[src/rtl/ahb_bm_dma_pkg.sv]
// ahb_bm_dma_pkg
// Encoding constants shared by the DMA bus-matrix blocks.
// These are the HTRANS and HRESP codes used by the input stages,
// the output stages and the default slave.
// No ports; import with "import ahb_bm_dma_pkg::*;".
package ahb_bm_dma_pkg;

  localparam logic [1:0] HTRANS_IDLE   = 2'b00;
  localparam logic [1:0] HTRANS_BUSY   = 2'b01;
  localparam logic [1:0] HTRANS_NONSEQ = 2'b10;
  localparam logic [1:0] HTRANS_SEQ    = 2'b11;

  localparam logic [1:0] HRESP_OKAY    = 2'b00;
  localparam logic [1:0] HRESP_ERROR   = 2'b01;
  localparam logic [1:0] HRESP_RETRY   = 2'b10;
  localparam logic [1:0] HRESP_SPLIT   = 2'b11;

  // NONSEQ and SEQ both have bit 1 set. IDLE and BUSY never start a
  // transfer.
  function automatic logic trans_is_active(input logic [1:0] htrans);
    return htrans[1];
  endfunction

endpackage

[src/rtl/ahb_bm_dma_addr_hold.sv]
// ahb_bm_dma_addr_hold
// Holding register for one master's address phase.
// When the matrix does not accept a valid address phase, this block
// captures it and raises pend. The captured values stay frozen until
// addr_accept arrives while pend is high.
// Ports:
//   HCLK, HRESETn      clock, async active-low reset
//   live_valid         valid address phase on the master port
//   addr_accept        output stage took the offered address
//   haddr..hprot       live master address-phase signals
//   pend               an address is being held
//   hold_addr..prot    captured address-phase signals
module ahb_bm_dma_addr_hold
  import ahb_bm_dma_pkg::*;
#(
  parameter int ADDR_WIDTH = 32
) (
  input  logic                  HCLK,
  input  logic                  HRESETn,
  input  logic                  live_valid,
  input  logic                  addr_accept,
  input  logic [ADDR_WIDTH-1:0] haddr,
  input  logic [1:0]            htrans,
  input  logic                  hwrite,
  input  logic [2:0]            hsize,
  input  logic [2:0]            hburst,
  input  logic [3:0]            hprot,
  output logic                  pend,
  output logic [ADDR_WIDTH-1:0] hold_addr,
  output logic [1:0]            hold_trans,
  output logic                  hold_write,
  output logic [2:0]            hold_size,
  output logic [2:0]            hold_burst,
  output logic [3:0]            hold_prot
);

  logic                  pend_r;
  logic                  capture_s;
  logic [ADDR_WIDTH-1:0] addr_r;
  logic [1:0]            trans_r;
  logic                  write_r;
  logic [2:0]            size_r;
  logic [2:0]            burst_r;
  logic [3:0]            prot_r;

  // Capture only when nothing is held yet. While pend is high the
  // master is stalled, so its inputs are ignored.
  assign capture_s = live_valid & ~addr_accept & ~pend_r;

  // Pend flag: set on capture, cleared when the held address is taken.
  always_ff @(posedge HCLK or negedge HRESETn) begin
    if (!HRESETn) begin
      pend_r <= 1'b0;
    end else if (pend_r) begin
      pend_r <= ~addr_accept;
    end else begin
      pend_r <= capture_s;
    end
  end

  // Address-phase holding registers: loaded on capture, frozen otherwise.
  always_ff @(posedge HCLK or negedge HRESETn) begin
    if (!HRESETn) begin
      addr_r  <= {ADDR_WIDTH{1'b0}};
      trans_r <= HTRANS_IDLE;
      write_r <= 1'b0;
      size_r  <= 3'b000;
      burst_r <= 3'b000;
      prot_r  <= 4'b0000;
    end else if (capture_s) begin
      addr_r  <= haddr;
      trans_r <= htrans;
      write_r <= hwrite;
      size_r  <= hsize;
      burst_r <= hburst;
      prot_r  <= hprot;
    end else begin
      addr_r  <= addr_r;
      trans_r <= trans_r;
      write_r <= write_r;
      size_r  <= size_r;
      burst_r <= burst_r;
      prot_r  <= prot_r;
    end
  end

  assign pend       = pend_r;
  assign hold_addr  = addr_r;
  assign hold_trans = trans_r;
  assign hold_write = write_r;
  assign hold_size  = size_r;
  assign hold_burst = burst_r;
  assign hold_prot  = prot_r;

endmodule

[src/rtl/ahb_bm_dma_input_stage.sv]
// ahb_bm_dma_input_stage
// Per-master input stage of the DMA bus matrix.
// It offers the master's address phase to the matrix. If the matrix
// cannot take it at once, the address is held and replayed, and wait
// states go back to the master. It also returns the data-phase
// HREADY/HRESP of the selected slave to the master.
// Ports:
//   HCLK, HRESETn                     clock, async active-low reset
//   HSELS..HREADYS                    master-port address phase and layer HREADY
//   HREADYOUTS, HRESPS                ready/response returned to the master
//   SELO, ADDRO..PROTO                address phase offered to the matrix
//   ADDR_ACCEPT                       output stage took the offered address
//   READYIN, RESPIN                   data-phase ready/response from the slave
module ahb_bm_dma_input_stage
  import ahb_bm_dma_pkg::*;
#(
  parameter int ADDR_WIDTH = 32
) (
  input  logic                  HCLK,
  input  logic                  HRESETn,
  input  logic                  HSELS,
  input  logic [ADDR_WIDTH-1:0] HADDRS,
  input  logic [1:0]            HTRANSS,
  input  logic                  HWRITES,
  input  logic [2:0]            HSIZES,
  input  logic [2:0]            HBURSTS,
  input  logic [3:0]            HPROTS,
  input  logic                  HREADYS,
  output logic                  HREADYOUTS,
  output logic [1:0]            HRESPS,
  output logic                  SELO,
  output logic [ADDR_WIDTH-1:0] ADDRO,
  output logic [1:0]            TRANSO,
  output logic                  WRITEO,
  output logic [2:0]            SIZEO,
  output logic [2:0]            BURSTO,
  output logic [3:0]            PROTO,
  input  logic                  ADDR_ACCEPT,
  input  logic                  READYIN,
  input  logic [1:0]            RESPIN
);

  logic                  live_valid_s;
  logic                  pend_s;
  logic [ADDR_WIDTH-1:0] hold_addr_s;
  logic [1:0]            hold_trans_s;
  logic                  hold_write_s;
  logic [2:0]            hold_size_s;
  logic [2:0]            hold_burst_s;
  logic [3:0]            hold_prot_s;
  logic                  dphase_r;
  logic                  dphase_next_s;

  assign live_valid_s = HSELS & HREADYS & trans_is_active(HTRANSS);

  ahb_bm_dma_addr_hold #(
    .ADDR_WIDTH (ADDR_WIDTH)
  ) u_addr_hold (
    .HCLK        (HCLK),
    .HRESETn     (HRESETn),
    .live_valid  (live_valid_s),
    .addr_accept (ADDR_ACCEPT),
    .haddr       (HADDRS),
    .htrans      (HTRANSS),
    .hwrite      (HWRITES),
    .hsize       (HSIZES),
    .hburst      (HBURSTS),
    .hprot       (HPROTS),
    .pend        (pend_s),
    .hold_addr   (hold_addr_s),
    .hold_trans  (hold_trans_s),
    .hold_write  (hold_write_s),
    .hold_size   (hold_size_s),
    .hold_burst  (hold_burst_s),
    .hold_prot   (hold_prot_s)
  );

  // Offered address mux: the held phase wins, else the live phase passes through.
  always_comb begin
    SELO   = live_valid_s;
    ADDRO  = HADDRS;
    TRANSO = HTRANSS;
    WRITEO = HWRITES;
    SIZEO  = HSIZES;
    BURSTO = HBURSTS;
    PROTO  = HPROTS;
    if (pend_s) begin
      SELO   = 1'b1;
      ADDRO  = hold_addr_s;
      TRANSO = hold_trans_s;
      WRITEO = hold_write_s;
      SIZEO  = hold_size_s;
      BURSTO = hold_burst_s;
      PROTO  = hold_prot_s;
    end else begin
      SELO   = live_valid_s;
    end
  end

  // Data-phase tracking. A new accept outranks completion, so
  // back-to-back pipelined beats keep dphase high.
  always_comb begin
    dphase_next_s = dphase_r;
    if (SELO && ADDR_ACCEPT) begin
      dphase_next_s = 1'b1;
    end else if (READYIN) begin
      dphase_next_s = 1'b0;
    end else begin
      dphase_next_s = dphase_r;
    end
  end

  // Data-phase flag register.
  always_ff @(posedge HCLK or negedge HRESETn) begin
    if (!HRESETn) begin
      dphase_r <= 1'b0;
    end else begin
      dphase_r <= dphase_next_s;
    end
  end

  // Master response: stall while an address is held, otherwise forward
  // the slave's data-phase response when this master owns one.
  always_comb begin
    HREADYOUTS = 1'b1;
    HRESPS     = HRESP_OKAY;
    if (pend_s) begin
      HREADYOUTS = 1'b0;
      HRESPS     = HRESP_OKAY;
    end else if (dphase_r) begin
      HREADYOUTS = READYIN;
      HRESPS     = RESPIN;
    end else begin
      HREADYOUTS = 1'b1;
      HRESPS     = HRESP_OKAY;
    end
  end

endmodule

[config.mk]
export PLATFORM = sky130hd
export DESIGN_NAME = ahb_bm_dma_input_stage
export DESIGN_NICKNAME = d
export VERILOG_FILES = /design/src/rtl/ahb_bm_dma_pkg.sv /design/src/rtl/ahb_bm_dma_addr_hold.sv /design/src/rtl/ahb_bm_dma_input_stage.sv
export SDC_FILE = /design/constraint.sdc
export NUM_CORES = 1
export LEC_CHECK = 0
export CAP_MARGIN = 0
export CORE_MARGIN = 3
export CORE_UTILIZATION = 25
export DETAILED_ROUTE_END_ITERATION = 8
export GPL_ROUTABILITY_DRIVEN = 0
export GPL_TIMING_DRIVEN = 0
export SETUP_SLACK_MARGIN = 0.1
export SKIP_LAST_GASP = 1
export SLEW_MARGIN = 20
export SYNTH_ARGS = -nofsm -noshare
export SYNTH_HDL_FRONTEND = slang
export SYNTH_HIERARCHICAL = 1
export SYNTH_SLANG_ARGS = --single-unit
export TNS_END_PERCENT = 50
[constraint.sdc]
create_clock -name HCLK -period 2.3 [get_ports HCLK]
set_input_delay 0.46 -clock HCLK [delete_from_list [all_inputs] [get_ports HCLK]]
set_output_delay 0.46 -clock HCLK [all_outputs]
set_load 0.1 [all_outputs]
==> results of run 1 <==
-- cell families (layout without fill, tap and decap cells) --
group,after synthesis,in the layout,share of synthesized area
buffers and inverters,11,119,0.0545
AOI/OAI and AO/OA,3,3,0.00875
and+or+nand+nor,6,6,0.0170
muxes,90,90,0.463
DFF,47,47,0.457
-- worst max-delay path: stages --
cell and delay, ns:
clkdlybuf4s50_1 0.54, a31o_2 0.19, clkdlybuf4s15_2 0.56
-- layer usage --
layer	up-vias	routed length, um	global-route usage
met1	809	2680	0.139
met5	-	0	0
li1	783	-	-
met3	8	403	0.0318
met2	63	2630	0.164
met4	0	88	0.0307
-- timing repair --
action                                  CTS  global route
endpoints found under the setup margin   49            23
buffers inserted                          0             0
resized for setup                       222            22
-- cell usage after synthesis --
cell type and number:
and3b_1 2, buf_6 3, a21oi_1 1, nor3b_2 1, nor2_1 2, a31o_2 1, mux2_4 47, buf_4 3
a22o_1 1, and3_1 1, inv_1 1, mux2_2 43, buf_12 4, dfrtp_1 47
-- flip-flops by register name, indices dropped and copies added, names as in the netlist --
register	flops
u_addr_hold/hold_addr	32
u_addr_hold/hold_prot	4
u_addr_hold/hold_burst	3
u_addr_hold/hold_size	3
u_addr_hold/hold_trans	2
dphase_r	1
u_addr_hold/hold_write	1
u_addr_hold/pend	1
-- cell type report --
type                    count  area [um^2]  area share
inverters                   1         3.75     0.00103
multi-input cells          99         1260       0.346
repair buffers            101          815       0.223
clock inverters             1         5.00     0.00137
clock buffers               6         82.6      0.0226
plain buffers              10          136      0.0374
well taps                 133          166      0.0456
flip-flops and latches     47         1180       0.323
-- worst max-delay path by stage --
stage	from	endpoint	slack [ns]	cells after the start
2_1_floorplan	u_addr_hold/pend$_DFF_PN0_	HRESPS[0]	0.28	3
3_3_place_gp	HRESETn	u_addr_hold/hold_addr[1]$_DFFE_PN0P_	-0.78	1
3_5_place_dp	HTRANSS[1]	SELO	-0.49	3
4_1_cts	u_addr_hold/pend$_DFF_PN0_	ADDRO[8]	0.01	3
5_1_grt	u_addr_hold/pend$_DFF_PN0_	ADDRO[25]	0.03	4
6_report	HTRANSS[1]	SELO	0.09	3
-- report_power, final --
group	internal (mW)	switching, mW	total [mW]
registers	1.02	0.0985	1.11
logic	0.465	0.726	1.19
clock network	0.237	0.273	0.509
total	1.72	1.10	2.82
==> impl_metrics.ini, run 1 <==
[global_routing]
grt-ovfl-total = 0
track_usage = 0.105
grt_pass1_wl_um = 9510
antenna_found_initial = 0
grt_max_degree = 48
grt_pass1_vias = 1794

[cts]
postCtsHoldBufs = 0
cts_tree = built
root_buffer = clkbuf_8
cts_buffer_depth = 2
clk_latency_ns = 0.29
cts_buffers = 5
cts.sinks = 47
cts_max_level = 2
clk_pin_slew_ns = 0.08

[synth]
synthesis.nets = 210
yosysWarningCount = 6
syn_inst = 157
synth_top_cell_area_share = 0.457
yosysUniqueCellTypes = 14
syn_area_um2 = 2570
yosysTopAreaCell = dfrtp_1
avgSynthCellArea_um2 = 16.4
ys_ff_latch = 47
synth_area_leaders = dfrtp_1 46%, mux2_4 27%, mux2_2 19%, buf_12 3.1%, buf_6 1.3%
synth-seq-area-share = 0.457

[setup_path]
r2r_slack_ns = 0.83
worst-setup-path-type = input pin to output pin
cp.arrival_ns = 1.75
startpoint_type = input pin
reg2reg_depth = 4
worstPathRequired_ns = 1.84
r2r-start = u_addr_hold/pend$_DFF_PN0_
r2r-end = u_addr_hold/hold_addr[19]$_DFFE_PN0P_
endpoint_kind = output pin
path_max_fanout = 4

[routing]
post-route-drc-count = 0
dr.first_iter.drc_count = 55
wl_um = 5800
vias = 1663
avgRoutedWirePerCell_um = 14.6
ant_nets = 0
via_per_inst = 4.18
firstDrtPassIters = 4

[cells_and_area]
utilization = 0.368
drive_gt1_frac = 0.608
fillers = 995
final_net_count = 318
final_common_cell = clkdlybuf4s50_1
final_cell_mix = 51 x clkdlybuf4s50_1, 47 x mux2_4, 46 x dfrtp_1
antenna_cells = 0
finalNonFillerCells = 398
area_growth_pct = 41.7
finalInstanceArea_um2 = 3650

[flow_run]
cap_violations = 0

[die]
core_um2 = 9910
start_util = 0.260
die_x_um = 107
num_io_pins = 102
rows = 36
die_h_um = 107
die-area_um2 = 11500

[sta]
slew_viol_final = 0
rsz0062_at_grt = true
slew_headroom = 0.582
hold_slack_ns = 0.157
setup-tns-final_ns = 0
setup_ws_ns = 0.0903
hold_viol_final = 0
finalClockSkew_ns = 0.00399
timing.fmax_mhz = 453
fin_crit_sh = 0.961
final.min_clock_period_ns = 2.21
tightest_slew_ns = 0.627
setup_violations = 0

[placement]
place_hpwl_um = 4000
dpl.cell_count = 391
port_buffers = 101
dp_slack_ns = -0.486
post_dp_cell_area_um2 = 3750

[min_path]
hold_class = input pin to asynchronous set/reset pin

[power]
cellPowerDensity_nw_per_um2 = 772
finalPower_mw = 2.82
p_leak_nw = 1.61
peakVddDrop_v = 0.000245

[run_status]
outcome = complete, no violations
No activity file was read; power rests on OpenSTA's default activity.
==> inputs of run 2 (changes only) <==
Settings changed: CTS_CLUSTER_SIZE set to 28.
Clock period 2.3 ns to 2.8 ns, I/O delays scaled along.
==> run 2 against run 1 <==
The run now ends with setup timing left. Sequential power is 17% lower. Via count stayed put. Clock skew is 0.00061 ns higher. Cell count stayed put. Routed wire length is 1.4% higher. Flip-flop and latch count stayed put. Combinational power is 15% lower. Largest cell class unchanged.
==> impl_metrics.ini, run 2 (synthesis gave the netlist of run 1 again) <==
[cells_and_area]
seq_area_um2 = 1180
largest_register_ffs = 32
final_common_cell = clkdlybuf4s50_1
multi_input_area_um2 = 1260
finalNonFillerCells = 398
antenna_cells = 0
final_cell_mix = 56 x clkdlybuf4s50_1, 47 x mux2_4, 47 x dfrtp_1
area_growth_pct = 50.9
finalInstanceArea_um2 = 3880
drive_gt1_frac = 0.453
final_net_count = 318
utilization = 0.392
fillers = 955

[cts]
cts_tree = built
clk_pin_slew_ns = 0.09
cts_buffer_depth = 2
cts_buffers = 5
cts.sinks = 47
root_buffer = clkbuf_8
cts_post_setup_buffers_inserted = 0
cts_max_level = 2
postCtsHoldBufs = 0
clk_latency_ns = 0.29

[sta]
final.min_clock_period_ns = 2.87
setup_violations = 5
hold_viol_final = 0
setup_ws_ns = -0.0716
finalClockSkew_ns = 0.00460
hold_slack_ns = 0.257
timing.fmax_mhz = 348
setup-tns-final_ns = -0.346
slew_viol_final = 0
rsz0062_at_grt = true
slew_headroom = 0.337
tightest_slew_ns = 0.993
fin_crit_sh = 1.03

[setup_path]
startpoint_type = flop
r2r-end = u_addr_hold/hold_addr[19]$_DFFE_PN0P_
worst-setup-path-type = flop to output pin
critPathLaunch = u_addr_hold/pend$_DFF_PN0_
worst-path-buf-inv = 2
cp-endpoint = SIZEO[2]
path_cells = buf_6 -> mux2_2 -> clkdlybuf4s50_1
cp.depth = 3
r2r-start = u_addr_hold/pend$_DFF_PN0_
path_max_fanout = 10
r2r_slack_ns = 1.30
cp_slowest_cell = clkdlybuf4s50_1
max_stage_delay_ns = 1.12
cp.arrival_ns = 2.31
worstPathRequired_ns = 2.24
reg2reg_depth = 4
path_delay_family = buffers and inverters
endpoint_kind = output pin

[global_routing]
track_usage = 0.104
grt_pass1_wl_um = 9440
antenna_found_initial = 0
grt-ovfl-total = 0
grt_max_degree = 48
grt_pass1_vias = 1791

[die]
die_h_um = 107
core_um2 = 9910
start_util = 0.260
die_x_um = 107
die-area_um2 = 11500
num_io_pins = 102
rows = 36

[power]
peakVddDrop_v = 0.000204
finalPower_mw = 2.34
cellPowerDensity_nw_per_um2 = 603
p_leak_nw = 1.81

[placement]
place_hpwl_um = 4000
port_buffers = 101
dpl.cell_count = 391
post_dp_cell_area_um2 = 3750
dp_slack_ns = -0.186

[flow_run]
cap_violations = 0

[routing]
wl_um = 5880
avgRoutedWirePerCell_um = 14.8
ant_nets = 0
dr.first_iter.drc_count = 70
post-route-drc-count = 0
firstDrtPassIters = 4
via_per_inst = 4.18
vias = 1663

[run_status]
violations = setup timing
outcome = finished, violations left

[min_path]
hold_class = input pin to asynchronous set/reset pin
-- run 2: area by class of cell --
class / instances / area share
Inverter: 1 / 0.000967
Buffer: 10 / 0.0351
Sequential cell: 47 / 0.303
Clock buffer: 6 / 0.0213
Multi-Input combinational cell: 99 / 0.325
Timing Repair Buffer: 101 / 0.271
Clock inverter: 1 / 0.00129
Tap cell: 133 / 0.0429
-- run 2: worst min path at each step --
| stage | to | from |
|---|---|---|
| final | u_addr_hold/hold_addr[17]$_DFFE_PN0P_ | HRESETn |
| after global routing | u_addr_hold/hold_addr[14]$_DFFE_PN0P_ | HRESETn |
| after CTS | u_addr_hold/hold_addr[15]$_DFFE_PN0P_ | HRESETn |
| after detailed placement | u_addr_hold/hold_prot[2]$_DFFE_PN0P_ | u_addr_hold/hold_prot[2]$_DFFE_PN0P_ |
| after global placement | u_addr_hold/hold_write$_DFFE_PN0P_ | u_addr_hold/hold_write$_DFFE_PN0P_ |
| after floorplan | dphase_r$_DFFE_PN0P_ | HRESETn |
-- run 2: timing repair --
action | in CTS | in global routing
gates cloned | 0 | 0
endpoints found under the setup margin | 49 | 40
resized for setup | 43 | 20
-- run 2: power breakdown --
group          switching (mW)  total, mW  leakage [nW]  internal (mW)
logic                   0.597       1.01          1.20          0.412
clock network           0.223      0.417        0.0470          0.194
registers              0.0812      0.916         0.568          0.835
-- run 2: per-layer routing --
| metal | up-vias | wire, um | part of all wire | track usage |
|---|---|---|---|---|
| met5 | - | 0 | 0 | 0 |
| met4 | 0 | 85 | 0.014 | 0.0307 |
| met3 | 7 | 394 | 0.067 | 0.0324 |
| met2 | 63 | 2680 | 0.46 | 0.163 |
| met1 | 812 | 2730 | 0.46 | 0.138 |
| li1 | 781 | - | - | - |
==> inputs of run 3 (changes only) <==
Settings changed: HOLD_SLACK_MARGIN set to 0.12.
==> results of run 3 <==
No change in the layout: final DEF, timing and power equal those of run 2.
